## config.mk

```make
export PLATFORM = sky130hd
export DESIGN_NAME = quadrature_decoder
export DESIGN_NICKNAME = d
export VERILOG_FILES = /design/src/rtl/quadrature_decoder_pkg.sv /design/src/rtl/quadrature_decoder_filter.sv /design/src/rtl/quadrature_decoder.sv
export SDC_FILE = /design/constraint.sdc
export NUM_CORES = 1
export LEC_CHECK = 0
export BUFFER_PORTS_ARGS = -buffer_cell sky130_fd_sc_hd__buf_2
export CAP_MARGIN = 20
export CORE_MARGIN = 2
export CORE_UTILIZATION = 55
export DETAILED_ROUTE_END_ITERATION = 10
export GPL_ROUTABILITY_DRIVEN = 0
export PLACE_DENSITY = 0.77
export SLEW_MARGIN = 20
export SYNTH_ARGS = -nofsm -noshare
export SYNTH_HDL_FRONTEND = slang
export SYNTH_SLANG_ARGS = --single-unit
```

## constraint.sdc

```tcl
create_clock -name Clk -period 1.8 [get_ports Clk]
set_clock_uncertainty 0.15 [all_clocks]
set_input_delay 0.36 -clock Clk [delete_from_list [all_inputs] [get_ports Clk]]
set_output_delay 0.36 -clock Clk [all_outputs]
set_load 0.03 [all_outputs]
```

## src/rtl/quadrature_decoder_pkg.sv

```systemverilog
// Shared encodings for the quadrature decoder: channel states, step modes, direction.
package quadrature_pkg;

  // Filtered channel pair, encoded as {A,B}.
  typedef enum logic [1:0] {
    ST_00 = 2'b00,
    ST_01 = 2'b01,
    ST_10 = 2'b10,
    ST_11 = 2'b11
  } ab_state_t;

  localparam int unsigned STEP_MODE_X1 = 1;
  localparam int unsigned STEP_MODE_X2 = 2;
  localparam int unsigned STEP_MODE_X4 = 4;

  // Matches the counter's UpDownMode input.
  localparam logic DIR_UP   = 1'b1;
  localparam logic DIR_DOWN = 1'b0;

  // Up sequence: 00 -> 10 -> 11 -> 01 -> 00.
  function automatic ab_state_t next_up(input ab_state_t s);
    case (s)
      ST_00:   return ST_10;
      ST_10:   return ST_11;
      ST_11:   return ST_01;
      default: return ST_00;
    endcase
  endfunction

  // Down sequence is the reverse of the up sequence.
  function automatic ab_state_t next_down(input ab_state_t s);
    case (s)
      ST_00:   return ST_01;
      ST_01:   return ST_11;
      ST_11:   return ST_10;
      default: return ST_00;
    endcase
  endfunction

endpackage

```

## src/rtl/quadrature_decoder_filter.sv

```systemverilog
// Two-flop synchroniser followed by a stability filter for one encoder channel.
module input_glitch_filter #(
  parameter int unsigned FILTER_CYCLES = 4
) (
  input  logic clk,
  input  logic rst_n,
  input  logic raw,
  output logic filtered,
  output logic valid
);

  logic sync_meta;
  logic sync_out;

  // Bring the asynchronous channel into the clock domain.
  always_ff @(posedge clk or negedge rst_n) begin
    if (!rst_n) begin
      sync_meta <= 1'b0;
      sync_out  <= 1'b0;
    end else begin
      sync_meta <= raw;
      sync_out  <= sync_meta;
    end
  end

  if (FILTER_CYCLES == 0) begin : g_bypass
    logic [1:0] fill;

    // Synchroniser output becomes meaningful once both flops hold sampled data.
    always_ff @(posedge clk or negedge rst_n) begin
      if (!rst_n) fill <= '0;
      else        fill <= {fill[0], 1'b1};
    end

    assign filtered = sync_out;
    assign valid    = fill[1];
  end else begin : g_filter
    localparam int unsigned CW = (FILTER_CYCLES > 1) ? $clog2(FILTER_CYCLES) : 1;
    localparam logic [CW-1:0] LAST = CW'(FILTER_CYCLES - 1);

    logic [CW-1:0] stable_cnt;
    logic          filt_q;
    logic          valid_q;

    // Reload on the edge the synchronised value changes (sync_meta differs from
    // sync_out); accept it after FILTER_CYCLES further unchanged edges.
    always_ff @(posedge clk or negedge rst_n) begin
      if (!rst_n) begin
        stable_cnt <= '0;
        filt_q     <= 1'b0;
        valid_q    <= 1'b0;
      end else if (sync_meta != sync_out) begin
        stable_cnt <= '0;
      end else if ((sync_out != filt_q) || !valid_q) begin
        if (stable_cnt == LAST) begin
          filt_q     <= sync_out;
          valid_q    <= 1'b1;
          stable_cnt <= '0;
        end else begin
          stable_cnt <= stable_cnt + 1'b1;
        end
      end else begin
        stable_cnt <= '0;
      end
    end

    assign filtered = filt_q;
    assign valid    = valid_q;
  end

endmodule

```

## src/rtl/quadrature_decoder.sv

```systemverilog
// Quadrature decoder: filtered A/B channels to step pulse, direction and error tracking.
module quadrature_decoder #(
  parameter int unsigned FILTER_CYCLES     = 4,
  parameter int unsigned STEP_MODE         = 4,
  parameter int unsigned ERROR_COUNT_WIDTH = 8
) (
  input  logic                         Clk,
  input  logic                         Reset,
  input  logic                         Enable,
  input  logic                         ChannelA,
  input  logic                         ChannelB,
  input  logic                         ErrorClear,
  output logic                         StepPulse,
  output logic                         UpDownMode,
  output logic                         ErrorFlag,
  output logic [ERROR_COUNT_WIDTH-1:0] ErrorCount
);
  import quadrature_pkg::*;

  if ((STEP_MODE != STEP_MODE_X1) && (STEP_MODE != STEP_MODE_X2) &&
      (STEP_MODE != STEP_MODE_X4)) begin : g_bad_step_mode
    $error("quadrature_decoder: STEP_MODE must be 1, 2 or 4");
  end

  localparam logic [ERROR_COUNT_WIDTH-1:0] COUNT_ONE = ERROR_COUNT_WIDTH'(1);

  logic      filt_a, filt_b;
  logic      valid_a, valid_b;
  ab_state_t sample;
  ab_state_t state_q, state_d;
  logic      primed_q, primed_d;
  logic      step_up, step_down, illegal, qualified;

  input_glitch_filter #(.FILTER_CYCLES(FILTER_CYCLES)) u_filter_a (
    .clk      (Clk),
    .rst_n    (Reset),
    .raw      (ChannelA),
    .filtered (filt_a),
    .valid    (valid_a)
  );

  input_glitch_filter #(.FILTER_CYCLES(FILTER_CYCLES)) u_filter_b (
    .clk      (Clk),
    .rst_n    (Reset),
    .raw      (ChannelB),
    .filtered (filt_b),
    .valid    (valid_b)
  );

  // Priming and transition classification against the stored state.
  always_comb begin
    sample    = ab_state_t'({filt_a, filt_b});
    state_d   = state_q;
    primed_d  = primed_q;
    step_up   = 1'b0;
    step_down = 1'b0;
    illegal   = 1'b0;
    if (!primed_q) begin
      if (valid_a && valid_b) begin
        state_d  = sample;
        primed_d = 1'b1;
      end
    end else if (sample != state_q) begin
      state_d = sample;
      if (sample == next_up(state_q))        step_up   = 1'b1;
      else if (sample == next_down(state_q)) step_down = 1'b1;
      else                                   illegal   = 1'b1;
    end
  end

  // Decide which legal steps produce a pulse at the configured resolution.
  always_comb begin
    qualified = 1'b0;
    case (STEP_MODE)
      STEP_MODE_X4: qualified = step_up | step_down;
      STEP_MODE_X2: qualified = (step_up | step_down) && (sample[1] != state_q[1]);
      default:      qualified = (step_up && (state_q == ST_00)) ||
                                (step_down && (state_q == ST_10));
    endcase
  end

  // State register plus registered pulse, direction and sticky error outputs.
  always_ff @(posedge Clk or negedge Reset) begin
    if (!Reset) begin
      state_q    <= ST_00;
      primed_q   <= 1'b0;
      StepPulse  <= 1'b0;
      UpDownMode <= DIR_UP;
      ErrorFlag  <= 1'b0;
      ErrorCount <= '0;
    end else begin
      state_q   <= state_d;
      primed_q  <= primed_d;
      StepPulse <= Enable && qualified;
      if (Enable && qualified) UpDownMode <= step_up ? DIR_UP : DIR_DOWN;
      // An illegal transition outranks a simultaneous clear.
      if (illegal) begin
        ErrorFlag  <= 1'b1;
        ErrorCount <= ErrorClear ? COUNT_ONE
                    : ((&ErrorCount) ? ErrorCount : ErrorCount + 1'b1);
      end else if (ErrorClear) begin
        ErrorFlag  <= 1'b0;
        ErrorCount <= '0;
      end
    end
  end

endmodule

```

==> results.yml <==
worst_setup_path:
  cp_num_buf_inv: 0
  cp_cell_sequence: "xor2_2 -> nand3_2 -> or4b_1 -> nand2_1"
  cp-start-kind: "flop"
  ff2ff_path_depth: 4
  slowest_stage: "or4b_1"
  critPathMaxStageDelay_ps: 550
  worstPathArrival_ps: 1840
  worstPathMaxFanout: 7
  crit_type: "reg2reg"
  crit_cells: 4
  cp-end-kind: "flop"
  cpLargestDelayFamily: "simple AND/OR/NAND/NOR gates"
  required_ps: 1940
sta:
  fmaxAchievable_ghz: 0.589
  finalSetupViolCount: 0
  slew_violations: 0
  tightest_slew_ps: 560
  post-route-min-period_ps: 1700
  hold_viol: 0
  slew_headroom: 0.627
  fin_crit_sh: 0.943
finish:
  antennaDiodeCount: 0
  multi_input_area_um2: 549
  drive_gt1_frac: 0.262
  utilization: 0.683
  fillers: 178
  syn2layout_area_growth_pct: 20.0
  stdcell_count: 169
  seqCellArea_um2: 652
  nNetsFinal: 151
clock_network:
  cts_tree: "done"
  ctsRootBufferMaster: "clkbuf_4"
  cts_buffers: 3
  clk_latency_ps: 340
  cts_max_level: 1
  clk_pin_slew_ps: 150
  ctsLongestPathBuffers: 2
  cts_sinks: 26
grt:
  grt_usage: 0.201
  grt.overflow.total: 0
  antenna_found_initial: 0
  first_global_vias: 927
  grt_pass1_wl_mm: 3.88
  grt_start_max_net_pins: 27
yosys:
  avgSynthCellArea_um2: 10.9
  synth_area_mm2: 0.00123
  synth_area_leaders: "dfrtp_1 (51%), o21ai_0 (4.1%), xnor2_1 (3.5%)"
  synth_cell_types: 35
  synthCells: 113
  synth_top_area_frac: 0.507
  seq_area_frac_synth: 0.528
  synthFlopType: "dfrtp_1"
  synth_nets: 122
  synth_edf_count: 0
  yosysTopAreaCell: "dfrtp_1"
  yosysWarnings: 0
  async_reset_ff_frac: 1.00
  ys_ff_latch: 26
route:
  viasPerCell: 5.83
  num_vias: 986
  ant_nets: 0
  drt-pass1-iter-count: 4
  post-route-drc-count: 0
  wire_per_inst_um: 14.4
  wl_mm: 2.43
  first_iter_violations: 14
floorplanning:
  initial_core_util: 0.569
  rows: 17
  die_area_mm2: 0.00264
  io_pins: 17
  coreArea_mm2: 0.00217
  die_w_um: 51.4
  die_h_um: 51.4
placement:
  io_buffers: 16
  post-dp-hpwl_mm: 1.65
  dpl.cell_count: 157
status:
  status: "completed"
pwr:
  power.density_mw_per_mm2: 936
  power_uw: 1390
  p_leak_uw: 0.000663
  ir_drop_mv: 0.652
flow_run:
  maxCapViolCount: 0
hold_path:
  hold_depth: 2
  hold_class: "in2reg"
-- flip-flops by register name, indices dropped and copies added, names as in the netlist --
signal                          flops
ErrorCount                          8
ErrorFlag                           1
StepPulse                           1
UpDownMode                          1
primed_q                            1
state_q                             2
u_filter_a.filtered                 1
u_filter_a.g_filter.stable_cnt      2
u_filter_a.sync_meta                1
u_filter_a.sync_out                 1
u_filter_a.valid                    1
u_filter_b.filtered                 1
u_filter_b.g_filter.stable_cnt      2
u_filter_b.sync_meta                1
u_filter_b.sync_out                 1
u_filter_b.valid                    1
-- cell families after synthesis --
group                    share of synthesized area
flip-flops                                   0.528
XOR/XNOR                                    0.0760
AND/OR/NAND/NOR                              0.109
multiplexers                                0.0344
AO/OA/AOI/OAI                                0.185
adder cells (fa/ha/maj)                     0.0304
buffers and inverters                       0.0365
-- final timing paths --
path | slack [ps] | endpoint | startpoint
max | 100 | ErrorCount[6] | u_filter_b.filtered
min | 120 | ErrorCount[5] | ErrorClear
max reg2reg | 100 | ErrorCount[6] | u_filter_b.filtered
min reg2reg | 310 | u_filter_b.g_filter.stable_cnt[0] | u_filter_b.g_filter.stable_cnt[0]
max in group asynchronous | 740 | UpDownMode | Reset
min in group asynchronous | 380 | ErrorCount[4] | Reset
-- cells in the final DEF, fill, tap and decap left out, types with 3 or more instances in the layout --
cell / n
dfrtp_1: 25
buf_2: 16
o21ai_0: 10
a21oi_1: 8
inv_1: 8
nand2_1: 8
buf_4: 7
xnor2_1: 5
nor2_1: 4
nor3_1: 3
o21bai_1: 3
nand4_1: 3
ha_1: 3
clkbuf_4: 3
dlygate4sd3_1: 3
-- layout make-up --
type	count	share of cell area
Clock buffer	3	0.0152
Clock inverter	1	0.0203
Inverter	8	0.0203
Multi-Input combinational cell	77	0.371
Sequential cell	26	0.440
Tap cell	28	0.0236
Timing Repair Buffer	26	0.110
-- where the power goes --
part	switching [uW]	leakage (uW)	total, uW	internal (uW)
clock network	186	0.0000279	411	226
logic	126	0.000320	238	112
registers	69.0	0.000316	737	668
-- per-layer routing --
layer | wire [um] | GRT usage | share of wire | up-vias
met5 | 0 | 0 | 0 | -
met4 | 62 | 0.105 | 0.026 | 0
met3 | 98 | 0.0351 | 0.040 | 7
met2 | 1230 | 0.344 | 0.51 | 25
met1 | 1040 | 0.239 | 0.43 | 490
li1 | - | - | - | 464
-- synthesized netlist by cell type, drive strengths merged, types with 2 or more instances --
cell,count
mux2i,2
xor2,4
a21oi,8
o21bai,3
mux2,2
nand4,3
nor3,3
a2111oi,2
nor2,4
dfrtp,25
buf,2
o311ai,2
inv,8
o21ai,10
nand3,2
xnor2,5
nor2b,2
nand2,8
o21a,2
ha,3
-- metrics by stage --
step | hold slack, ps | instance area (um2) | setup slack [ps] | setup TNS [ps]
finish | 117 | 1480 | 103 | 0
global placement | 227 | 1350 | 123 | 0
global route | 137 | 1480 | -12.9 | -12.9
floorplan | -85.6 | 1230 | 53.6 | 0
detailed placement | 232 | 1350 | 101 | 0
CTS | 114 | 1430 | 73.3 | 0
-- worst register-to-register path, cell delays in order (launching register included) --
cell	delay, ps
dfrtp_1	430
xor2_2	260
nand3_2	190
or4b_1	550
nand2_1	80
-- repair_timing --
action                                  in CTS  in global routing
hold endpoints to repair                    27                  0
hold buffers                                 3                  0
setup buffers                                0                  5
endpoints found under the setup margin       0                  3
gates resized for setup                      0                  2
Power figures use the tool's default switching activity.
